[config.mk]
export PLATFORM = sky130hd
export DESIGN_NAME = unary_op_scheduler
export DESIGN_NICKNAME = d
export VERILOG_FILES = /design/src/rtl/unary_op_scheduler.sv
export SDC_FILE = /design/constraint.sdc
export NUM_CORES = 1
export LEC_CHECK = 0
export CORE_MARGIN = 5
export CORE_UTILIZATION = 27
export CTS_BUF_LIST = sky130_fd_sc_hd__clkbuf_8
export DETAILED_ROUTE_END_ITERATION = 6
export GPL_TIMING_DRIVEN = 0
export HOLD_SLACK_MARGIN = 0.02
export PLACE_DENSITY = 0.59
export SETUP_SLACK_MARGIN = 0.5
export SLEW_MARGIN = 40
export SYNTH_ARGS = -nofsm -noshare
export SYNTH_HDL_FRONTEND = slang
export SYNTH_SLANG_ARGS = --single-unit
[constraint.sdc]
create_clock -name clk -period 4.4 [get_ports clk]
set_input_delay 0.88 -clock clk [delete_from_list [all_inputs] [get_ports clk]]
set_output_delay 0.88 -clock clk [all_outputs]
set_load 0.03 [all_outputs]
[src/rtl/unary_op_scheduler.sv]
// Round-robin time-sharing of one serial unary operator among NUM_REQ requesters.
// Define UNARY_SCHED_WATCHDOG_EN to abort stalled jobs after TIMEOUT idle cycles.
module unary_op_scheduler #(
  parameter int NUM_REQ     = 4,
  parameter int INPUT_WIDTH = 32,
  parameter int COUNT_WIDTH = $clog2(INPUT_WIDTH + 1),
  parameter int TIMEOUT     = 64
) (
  input  logic               clk,
  input  logic               reset,
  input  logic [NUM_REQ-1:0] req,
  input  logic [NUM_REQ-1:0] req_bit,
  output logic [NUM_REQ-1:0] in_take,
  output logic [NUM_REQ-1:0] resp_valid,
  output logic               resp_bit,
  output logic [NUM_REQ-1:0] done,
  output logic [NUM_REQ-1:0] err,
  output logic               busy,
  output logic               unit_a,
  output logic               unit_ready,
  output logic               unit_rst_n,
  input  logic               unit_valid,
  input  logic               unit_y
);

  localparam int GW = $clog2(NUM_REQ);
  localparam logic [COUNT_WIDTH-1:0] WMAX =
    COUNT_WIDTH'(INPUT_WIDTH);
  localparam logic [COUNT_WIDTH-1:0] WLAST =
    COUNT_WIDTH'(INPUT_WIDTH - 1);
  localparam logic [GW-1:0] LAST0 = GW'(NUM_REQ - 1);

  typedef enum logic [1:0] {
    IDLE,
    CLEAR,
    RUN,
    DONE
  } state_t;

  state_t                 state_q;
  logic [GW-1:0]          grant_q;
  logic [GW-1:0]          last_q;
  logic [GW-1:0]          pick;
  logic [COUNT_WIDTH-1:0] in_cnt_q;
  logic [COUNT_WIDTH-1:0] out_cnt_q;
  logic                   unit_rst_n_q;
  logic                   busy_q;
  logic                   abort_q;
  logic                   found;
  int                     idx;
  logic                   feed;
  logic                   beat;
  logic                   last_beat;
  logic                   stall_hit;

  // First asserted request strictly after the previous winner.
  always_comb begin
    pick  = last_q;
    found = 1'b0;
    idx   = 0;
    for (int k = 1; k <= NUM_REQ; k++) begin
      idx = (int'(last_q) + k) % NUM_REQ;
      if (!found && req[GW'(idx)]) begin
        found = 1'b1;
        pick  = GW'(idx);
      end
    end
  end

  assign feed      = (state_q == RUN) && (in_cnt_q < WMAX);
  assign beat      = (state_q == RUN) && unit_valid;
  assign last_beat = beat && (out_cnt_q == WLAST);

`ifdef UNARY_SCHED_WATCHDOG_EN
  localparam int SW = $clog2(TIMEOUT + 1);
  logic [SW-1:0] stall_q;

  assign stall_hit = (state_q == RUN) && !unit_valid &&
                     (stall_q == SW'(TIMEOUT - 1));

  always_ff @(posedge clk or negedge reset) begin
    if (!reset) begin
      stall_q <= '0;
    end else if (state_q != RUN || unit_valid) begin
      stall_q <= '0;
    end else if (!stall_hit) begin
      stall_q <= stall_q + 1'b1;
    end
  end
`else
  assign stall_hit = 1'b0;
`endif

  always_ff @(posedge clk or negedge reset) begin
    if (!reset) begin
      state_q      <= IDLE;
      grant_q      <= '0;
      last_q       <= LAST0;
      in_cnt_q     <= '0;
      out_cnt_q    <= '0;
      unit_rst_n_q <= 1'b0;
      busy_q       <= 1'b0;
      abort_q      <= 1'b0;
    end else begin
      unit_rst_n_q <= 1'b1;
      unique case (state_q)
        IDLE: begin
          if (|req) begin
            state_q      <= CLEAR;
            grant_q      <= pick;
            unit_rst_n_q <= 1'b0;
            busy_q       <= 1'b1;
          end
        end
        CLEAR: begin
          in_cnt_q  <= '0;
          out_cnt_q <= '0;
          abort_q   <= 1'b0;
          state_q   <= RUN;
        end
        RUN: begin
          if (feed) in_cnt_q <= in_cnt_q + 1'b1;
          if (beat) out_cnt_q <= out_cnt_q + 1'b1;
          if (last_beat) begin
            state_q <= DONE;
          end else if (stall_hit) begin
            state_q <= DONE;
            abort_q <= 1'b1;
          end
        end
        DONE: begin
          last_q  <= grant_q;
          busy_q  <= 1'b0;
          state_q <= IDLE;
        end
        default: state_q <= IDLE;
      endcase
    end
  end

  always_comb begin
    in_take    = '0;
    resp_valid = '0;
    done       = '0;
    err        = '0;
    unit_a     = 1'b0;
    unit_ready = 1'b0;
    resp_bit   = 1'b0;
    if (feed) begin
      in_take[grant_q] = 1'b1;
      unit_ready       = 1'b1;
      unit_a           = req_bit[grant_q];
    end
    if (state_q == RUN) begin
      resp_valid[grant_q] = unit_valid;
      resp_bit            = unit_y;
    end
    if (state_q == DONE) begin
      done[grant_q] = !abort_q;
      err[grant_q]  = abort_q;
    end
  end

  assign busy       = busy_q;
  assign unit_rst_n = unit_rst_n_q;

endmodule
=== Word level (Yosys, flattened, before mapping) ===
Index checks and enable logic that the tools add are counted.

* Add/sub/neg operators: 6
* $lt $le $gt $ge: 7
* Eq/ne operators: 8
* Mux-type cells: 40
* Bitwise gates (word level): 1
* Reduce and logical (&&, ||, !) cells: 19

{| class="wikitable"
|+ Operators by type and width
! cell !! count
|-
| 6-bit case mux with 2 select lines || 2
|-
| 1-bit 2-to-1 mux || 19
|-
| 2-bit by 4-bit less-than comparator with 1-bit output, second input constant || 4
|-
| 6-bit by 1-bit adder with 6-bit output, second input constant || 2
|-
| 2-bit 2-to-1 mux || 6
|-
| 4-bit 2-to-1 mux || 3
|-
| 6-bit 2-to-1 mux || 2
|-
| 1-bit binary-select mux with 2-bit select || 5
|-
| 2-bit AND reduction || 5
|-
| 2-bit != test, second input constant || 4
|-
| 2-bit case mux with 4 select lines || 1
|-
| 1-bit logical AND || 7
|-
| 6-bit by 5-bit == test with 1-bit output, second input constant || 1
|-
| 6-bit less-than comparator, second input constant || 1
|-
| 2-bit by 1-bit adder with 2-bit output, second input constant || 2
|-
| 2-bit adder, second input constant || 2
|-
| 4-bit AND || 1
|-
| 2-bit == test, second input constant || 2
|-
| 2-bit nonzero test || 2
|-
| 4-bit OR reduction || 1
|-
| 1-bit zero test || 3
|-
| 2-bit by 3-bit less-than comparator with 1-bit output, second input constant || 1
|-
| 1-bit demux with 2-bit select || 1
|-
| 2-bit by 1-bit == test with 1-bit output, second input constant || 1
|-
| other kinds (3) || 3
|}

* Bits in registers: 20
* Output and inout bits: 21

=== Depth between registers and ports, before layout ===
Gate-level depths: netlist of run 1.

* Depth after elaboration: 14
* Mapped depth: 7

=== Worst setup path before layout of run 1 ===
OpenSTA, ideal clock, no wires.

* Path type: input to output
* Start point: input unit_valid
* End point: output resp_valid[0]
* Arrival time: 1681 ps
* Required time: 3520 ps
* Setup slack: 1839 ps
* Cell stages on the path: 2
* Buffers on the path: 0
* Cell sequence: nand2_1 > nor3_1

* Longest elaborated chain between the ends: 2

{| class="wikitable"
|+ Ends and longest elaborated chain
! what !! line !! RTL
|-
| from (decl) || 22 || <nowiki>input logic unit_valid,</nowiki>
|-
| 4-bit AND (no line) || n/a ||
|-
| 4-bit 2-to-1 mux || 154 || <nowiki>if (state_q == RUN) begin</nowiki>
|-
| to (decl) || 14 || <nowiki>output logic [NUM_REQ-1:0] resp_valid,</nowiki>
|}

No other way between the ends.

=== Worst setup path in the final report of run 1 ===
Same ends and word-level chain as after synthesis.

==> results_dict.tcl, run 1 <==
set metrics [dict create \
    place.gp.congestion 0.751 \
    crit_type "primary input to output pin" \
    path_buf_inv 2 \
    synth.most_common_cell "dfrtp_1" \
    postRouteAntennaNets 0 \
    viasPerCell 4.46 \
    rr_endpoint "out_cnt_q[5]$_DFFE_PN0P_" \
    path_common_cell "clkdlybuf4s50_1" \
    synth_top_area_share_pct 36.8 \
    place_ws_ns 0.956 \
    synthCells 138 \
    synthArstFlopShare_pct 100 \
    ys_seq_elements 20 \
    synthMuxAreaShare_pct 3.98 \
    antenna_found_initial 0 \
    cts_sinks 20 \
    fp.coreArea_um2 4380 \
    holdPathEnd "in_cnt_q[5]$_DFFE_PN0P_" \
    yosys-top-cells-area "dfrtp_1, ha_1, o21ai_0, nand2_1, nand2b_1" \
    fmax_mhz 295 \
    ys_types 36 \
    synth_seq_area_share_pct 41.1 \
    cts_max_level 1 \
    worst_slack_ns 1.01 \
    io_pins 33 \
    cp_top_family "buffers and inverters" \
    grt_util_all_layers_pct 9.17 \
    globalRoute.totalOverflow 0 \
    min-delay-start "in_cnt_q[5]$_DFFE_PN0P_" \
    cts_resized 0 \
    place_area_um2 1580 \
    dr.pass1.iters 4 \
    setup_viol_count_final 0 \
    synth_enable_flop_cells 0 \
    synthAdderAreaFrac_pct 6.13 \
    crit_chain "clkdlybuf4s50_1 -> nand2_1 -> nor3_1 -> clkdlybuf4s50_1" \
    dp.cells 221 \
    peakVddDrop_mv 0.159 \
    clkSlewWorstSetupHoldPaths_ns 0.08 \
    cp-start-kind "primary input" \
    post_cts_buffers 0 \
    setup-tns-final_ns 0 \
    cp.arrival_ns 2.51 \
    final_util_pct 37.2 \
    cts_hold_buf 0 \
    cp_max_fo 8 \
    clock_latency_ns 0.25 \
    r2r-start "state_q[0]$_DFFE_PN0P_" \
    required_ns 3.52 \
    fin_nets 192 \
    wire_per_inst_um 11.5 \
    first_iter_violations 37 \
    drc 0 \
    p_leak_nw 0.693 \
    hold_violations 0 \
    slowest_stage "clkdlybuf4s50_1" \
    areaGrowthSynthToFinish_pct 33.2 \
    min_path_type "register to register" \
    synthTopCellsByCount "dfrtp_1, nand2_1, nor2_1, o21ai_0, nand2b_1" \
    layoutNonFillerInstCount 225 \
    grt_max_degree 21 \
    vias 1003 \
    dp_hpwl_um 2050 \
    io_buffers 28 \
    synth_flop_cell "dfrtp_1" \
    fp.dieH_um 77.4 \
    num_antenna_cells 0 \
    maxCapViolCount 0 \
    ctsRootBufferMaster "clkbuf_8" \
    die_x_um 77.4 \
    cts_tree "done" \
    clockBufferDepth 2 \
    grt_pass1_wl_um 4530 \
    r2r_setup_slack_ns 2.63 \
    synth_warnings 0 \
    rsz0062_at_grt "no" \
    max_stage_delay_ns 0.70 \
    hold_depth 2 \
    start_util_pct 27.9 \
    cts_buffers 3 \
    grt_pass1_vias 988 \
    final_layout_size_suffix_gt1_share_pct 11.0 \
    rows 24 \
    critPathCaptureType "output pin" \
    synth_top_family_by_area "simple AND/OR/NAND/NOR gates" \
    outcome "complete, no violations" \
    timing.final.max_slew_violations 0 \
    p_per_area_nw_per_um2 624 \
    synth-xor-area-share_pct 2.86 \
    hold_slack_ns 0.489 \
    netlist_area_um2 1220 \
    p_total_mw 1.02 \
    finalCritPeriodShare_pct 77.1 \
    finalCriticalPeriod_ns 3.39 \
    synth_area_leader_cell "dfrtp_1" \
    worst_r2r_path_depth 7 \
    drt_wl_total_um 2580 \
    synth_compound_area_share_pct 14.1 \
    finish.instance_area_um2 1630 \
    die_area_um2 5980 \
    clock_skew_ns 0.00363 \
    postSynthAreaPerCell_um2 8.88 \
    synth_simple_gate_area_share_pct 24.9 \
]
==> power breakdown <==
group          internal (mW)  leakage [nW]  switching, mW
logic                  0.245         0.412          0.323
clock network         0.0795        0.0288         0.0597
registers              0.257         0.252         0.0545
total                  0.582         0.693          0.437
==> routing by layer <==
metal | up-vias | global-route usage (%) | share of wire, %
met3 | 2 | 1.74 | 4.4
met2 | 21 | 14.7 | 45
met1 | 444 | 12.2 | 49
met4 | 0 | 3.61 | 1.4
met5 | - | 0 | 0
li1 | 536 | - | -
==> cell usage in the layout, fill, tap and decap left out, types with 6 or more instances in the layout <==
cell,Yosys,layout
nand2b_1,9,9
clkdlybuf4s50_1,0,27
dfrtp_1,18,18
o21ai_0,14,14
inv_1,8,8
ha_1,6,6
nand2_1,15,15
nor2_1,14,14
nor3_1,6,6
==> area by class of cell <==
class	instances	area, µm²
fillers	464	2750
repair buffers	28	275
inverters	8	30.0
clock buffers	4	55.1
plain buffers	7	51.3
flip-flops and latches	20	503
multi-input cells	106	652
well taps	52	65.1
==> tightest hold or removal path, cell delays in order, from the launching register on <==
cell and delay, ns:
dfrtp_1 0.34, nand2_1 0.04, o21ai_0 0.07
==> registers in the layout, summed over array words and instances (netlist names) <==
signal      count
busy            1
grant_q         2
in_cnt_q        6
last_q          2
out_cnt_q       6
state_q         2
unit_rst_n      1
==> worst max-delay path by stage <==
stage,start,end,slack (ns),depth (start not counted)
final,unit_valid,resp_valid[0],1.01,4
after global routing,unit_valid,resp_valid[0],0.90,4
after CTS,unit_valid,resp_valid[0],0.96,4
after detailed placement,unit_valid,resp_valid[0],0.96,4
after global placement,unit_valid,resp_valid[0],0.98,4
after floorplan,unit_valid,resp_valid[0],1.84,2
==> logic make-up after synthesis <==
logic type / after synthesis
flip-flops: 20
buffers and inverters: 15
AO/OA/AOI/OAI: 28
XOR/XNOR: 4
AND/OR/NAND/NOR: 61
adder cells (fa/ha/maj): 6
multiplexers: 3
other: 1
(Power assumes the default switching activity.)
==> inputs of run 2 (changes only) <==
Settings changed: PLACE_DENSITY 0.59 to 0.61.
Clock period 4.4 ns to 2.99 ns, I/O delays scaled along.
==> results_dict.tcl, run 2 (synthesis results as in run 1) <==
set metrics [dict create \
    outcome "complete, no violations" \
    areaGrowthSynthToFinish_pct 33.5 \
    dp_hpwl_um 2050 \
    ctsRootBufferMaster "clkbuf_8" \
    cts_tree "done" \
    globalRoute.totalOverflow 0 \
    setup_viol_count_final 0 \
    cts_max_level 1 \
    clockBufferDepth 2 \
    post_cts_buffers 0 \
    place_area_um2 1580 \
    critPathCaptureType "output pin" \
    finalCritPeriodShare_pct 79.7 \
    fmax_mhz 420 \
    place.gp.congestion 0.752 \
    max_stage_delay_ns 0.46 \
    fp.coreArea_um2 4380 \
    die_x_um 77.4 \
    crit_chain "clkdlybuf4s50_1 -> mux4_2 -> and2_1 -> buf_2" \
    vias 1007 \
    place_ws_ns 0.124 \
    grt_max_degree 21 \
    layoutNonFillerInstCount 225 \
    cp.depth 4 \
    r2r-start "out_cnt_q[0]$_DFFE_PN0P_" \
    fin_nets 192 \
    min_path_type "primary input to asynchronous set/reset pin" \
    postRouteAntennaNets 0 \
    antenna_found_initial 0 \
    first_iter_violations 53 \
    p_total_mw 1.54 \
    cp_max_fo 1 \
    cp-start-kind "primary input" \
    final_cell_mix "dfrtp_1, nor2_1, nand2_1, o21ai_0, clkdlybuf4s50_1" \
    p_per_area_nw_per_um2 941 \
    cts_buffers 3 \
    drt_wl_total_um 2610 \
    cp_top_family "buffers and inverters" \
    num_antenna_cells 0 \
    io_buffers 28 \
    dp.cells 221 \
    cts_sinks 20 \
    hold_violations 0 \
    final_layout_size_suffix_gt1_share_pct 17.3 \
    drc 0 \
    slowest_stage "mux4_2" \
    timing.final.max_slew_violations 0 \
    clock_latency_ns 0.26 \
    worst_slack_ns 0.607 \
    clock_skew_ns 0.00398 \
    grt_util_all_layers_pct 8.91 \
    final_common_cell "dfrtp_1" \
    crit_path_start "req_bit[3]" \
    finalCriticalPeriod_ns 2.38 \
    dr.pass1.iters 4 \
    peakVddDrop_mv 0.319 \
    rsz0062_at_grt "yes" \
    start_util_pct 27.9 \
    cp.arrival_ns 1.79 \
    biggestRegsByFlops "in_cnt_q x6, out_cnt_q x6" \
    clkSlewWorstSetupHoldPaths_ns 0.08 \
    hold_slack_ns 0.274 \
    required_ns 2.39 \
    viasPerCell 4.48 \
    finish.instance_area_um2 1640 \
    io_pins 33 \
    path_buf_inv 2 \
    die_area_um2 5980 \
    crit_type "primary input to output pin" \
    worst_r2r_path_depth 5 \
    final_util_pct 37.3 \
    fp.dieH_um 77.4 \
    maxCapViolCount 0 \
    p_leak_nw 0.767 \
    setup-tns-final_ns 0 \
    wire_per_inst_um 11.6 \
    grt_pass1_wl_um 4350 \
    rows 24 \
    grt_pass1_vias 945 \
]
run 2: cell types whose count changed in the layout (fill, tap and decap cells not counted), moves of 2 or more:
| cell | change |
|---|---|
| clkbuf_1 | -2 |
| clkbuf_2 | +5 |
| clkdlybuf4s15_2 | +3 |
| clkdlybuf4s50_1 | -14 |
| dlygate4sd2_1 | +5 |
| dlymetal6s2s_1 | +2 |
run 2: worst paths after layout:
path | endpoint | slack (ns)
min in group clk | in_cnt_q[4]$_DFFE_PN0P_ | 0.50
hold / removal | in_cnt_q[0]$_DFFE_PN0P_ | 0.27
setup / recovery | unit_a | 0.61
hold reg to reg | in_cnt_q[4]$_DFFE_PN0P_ | 0.50
max in group asynchronous | last_q[0]$_DFFE_PN1P_ | 2.37
setup reg to reg | state_q[1]$_DFFE_PN0P_ | 1.28
run 2: worst reg2reg max path: cells and delay by family, from the launching register on:
| family | cells | cell delay (ns) |
|---|---|---|
| DFF | 1 | 0.39 |
| and+or+nand+nor | 2 | 0.51 |
| AOI/OAI and AO/OA | 1 | 0.21 |
| adders and majority gates | 1 | 0.18 |
| muxes | 1 | 0.31 |
run 2: layout make-up:
cell class / count / area (µm²)
fillers: 460 / 2750
inverters: 8 / 30.0
plain buffers: 7 / 53.8
clock inverters: 1 / 30.0
repair buffers: 28 / 258
flip-flops and latches: 20 / 503
well taps: 52 / 65.1
clock buffers: 3 / 41.3
multi-input cells: 106 / 654
run 2: metal layers:
layer | vias to the layer above | track usage [%] | routed length, µm
met5 | - | 0 | 0
met1 | 451 | 12.3 | 1280
met4 | 0 | 3.09 | 24
met3 | 2 | 3.01 | 161
met2 | 18 | 13.0 | 1140
li1 | 536 | - | -
run 2: power by group:
group	leakage, nW	internal, mW	switching, mW
clock network	0.0357	0.179	0.0892
logic	0.479	0.329	0.483
registers	0.252	0.379	0.0810
total	0.767	0.887	0.653
run 2: timing repair:
| item | 4_1_cts | 5_1_grt |
|---|---|---|
| resized for setup | 23 | 14 |
| endpoints found under the setup margin | 13 | 10 |
| hold buffers | 0 | 0 |
==> inputs of run 3 (changes only) <==
Settings changed: PLACE_DENSITY 0.61 to 0.59.
Clock period 2.99 ns to 2.2 ns, I/O delays scaled along.
==> results_dict.tcl, run 3 (synthesis results as in run 1) <==
set metrics [dict create \
    place.gp.congestion 0.789 \
    start_util_pct 27.9 \
    finalCriticalPeriod_ns 1.90 \
    cp-start-kind "register" \
    slowest_stage "dfrtp_1" \
    timing.final.max_slew_violations 0 \
    crit_type "register to output pin" \
    crit_chain "inv_2 -> ha_4 -> clkbuf_16 -> nand2_8 -> nor3_2 -> buf_4" \
    fp.dieH_um 77.4 \
    die_area_um2 5980 \
    biggestRegsByFlops "in_cnt_q x6, out_cnt_q x6" \
    finalCritPeriodShare_pct 86.4 \
    max_stage_delay_ns 0.41 \
    grt_util_all_layers_pct 9.90 \
    dr.pass1.iters 4 \
    vias 1089 \
    clkSlewWorstSetupHoldPaths_ns 0.08 \
    drc 0 \
    antenna_found_initial 0 \
    setup_viol_count_final 0 \
    first_iter_violations 34 \
    clock_skew_ns 0.00642 \
    grt_max_degree 21 \
    r2r-start "out_cnt_q[0]$_DFFE_PN0P_" \
    io_pins 33 \
    fmax_mhz 526 \
    rr_endpoint "state_q[1]$_DFFE_PN0P_" \
    drt_wl_total_um 2890 \
    rows 24 \
    critPathCaptureType "output pin" \
    areaGrowthSynthToFinish_pct 52.0 \
    fp.coreArea_um2 4380 \
    io_buffers 28 \
    cts_hold_buf 0 \
    num_antenna_cells 0 \
    cp.arrival_ns 1.46 \
    clock_latency_ns 0.26 \
    peakVddDrop_mv 0.505 \
    p_total_mw 2.51 \
    hold_violations 0 \
    cts_tree "done" \
    final_cell_mix "buf_4, dfrtp_1, nand2_1, o21ai_0, dlygate4sd2_1" \
    cp_max_fo 5 \
    cts_buffers 3 \
    rsz0062_at_grt "yes" \
    postRouteAntennaNets 0 \
    crit_path_start "state_q[0]$_DFFE_PN0P_" \
    p_leak_nw 0.827 \
    final_common_cell "buf_4" \
    outcome "complete, no violations" \
    grt_pass1_vias 1059 \
    final_layout_size_suffix_gt1_share_pct 36.8 \
    viasPerCell 4.59 \
    cts_max_level 1 \
    cts_sinks 20 \
    maxCapViolCount 0 \
    wire_per_inst_um 12.2 \
    worst_r2r_path_depth 5 \
    grt_pass1_wl_um 4880 \
    min_path_type "primary input to asynchronous set/reset pin" \
    clockBufferDepth 2 \
    dp_hpwl_um 2090 \
    r2r_setup_slack_ns 0.56 \
    fin_nets 204 \
    p_per_area_nw_per_um2 1350 \
    cp-endpoint "resp_valid[0]" \
    required_ns 1.76 \
    die_x_um 77.4 \
    ctsRootBufferMaster "clkbuf_8" \
    hold_slack_ns 0.107 \
    globalRoute.totalOverflow 0 \
]
==> run 3: per-stage QoR <==
stage          worst slack [ns]  cell area, µm²  utilization, %  setup TNS, ns  std cells
6_report                  0.300            1860            42.5              0        237
5_1_grt                   0.217            1860            42.5              0        237
4_1_cts                   0.292            1780            40.6              0        233
3_5_place_dp             -0.310            1610            36.6          -1.56        221
3_3_place_gp             -0.304            1610            36.8          -1.41        221
2_1_floorplan             0.280            1270               -              0        141
==> run 3: area by class of cell <==
| type | count | area [µm²] |
|---|---|---|
| timing repair buffer | 40 | 349 |
| inverter | 8 | 35.0 |
| multi-input combinational | 106 | 768 |
| fill | 438 | 2520 |
| tap | 52 | 65.1 |
| clock buffer | 3 | 41.3 |
| clock inverter | 1 | 30.0 |
| buffer | 7 | 70.1 |
| sequential | 20 | 503 |
==> run 3: where the power goes <==
part	switching, mW	internal, mW	total, mW	leakage (nW)
Clock	0.130	0.243	0.373	0.0357
Sequential	0.110	0.515	0.625	0.252
Combinational	0.814	0.697	1.51	0.539
==> run 3: worst max-delay path: cells and delay by family, from the launching register on <==
kind	cells	cell delay, ns
fa+ha+maj	1	0.18
simple gates	2	0.18
flops	1	0.41
buf+inv	3	0.42
==> run 3: repair_timing <==
action | in CTS | in global routing
resized for setup | 122 | 15
setup buffers | 8 | 4
setup endpoints to repair | 21 | 19
gates cloned | 0 | 0
pin swaps | 3 | 2
endpoints found under the hold margin | 0 | 0
==> run 3: how the worst min path moves through the flow <==
stage                            startpoint                 endpoint  slack, ns  cells after the start
floorplan                             reset         busy$_DFFE_PN0P_       0.14                      0
global placement    in_cnt_q[5]$_DFFE_PN0P_  in_cnt_q[5]$_DFFE_PN0P_       0.47                      2
detailed placement                    reset  in_cnt_q[3]$_DFFE_PN0P_       0.42                      1
CTS                                   reset   grant_q[0]$_DFFE_PN0P_       0.13                      1
global route                          reset   grant_q[0]$_DFFE_PN0P_       0.14                      1
finish                                reset   grant_q[0]$_DFFE_PN0P_       0.11                      1
==> run 3: per-layer routing <==
metal  part of all wire, %  vias up  GRT usage (%)
li1                      -      561              -
met1                    47      504           13.2
met2                    46       22           15.3
met3                   6.0        2           4.17
met4                  0.42        0           1.55
met5                     0        -              0
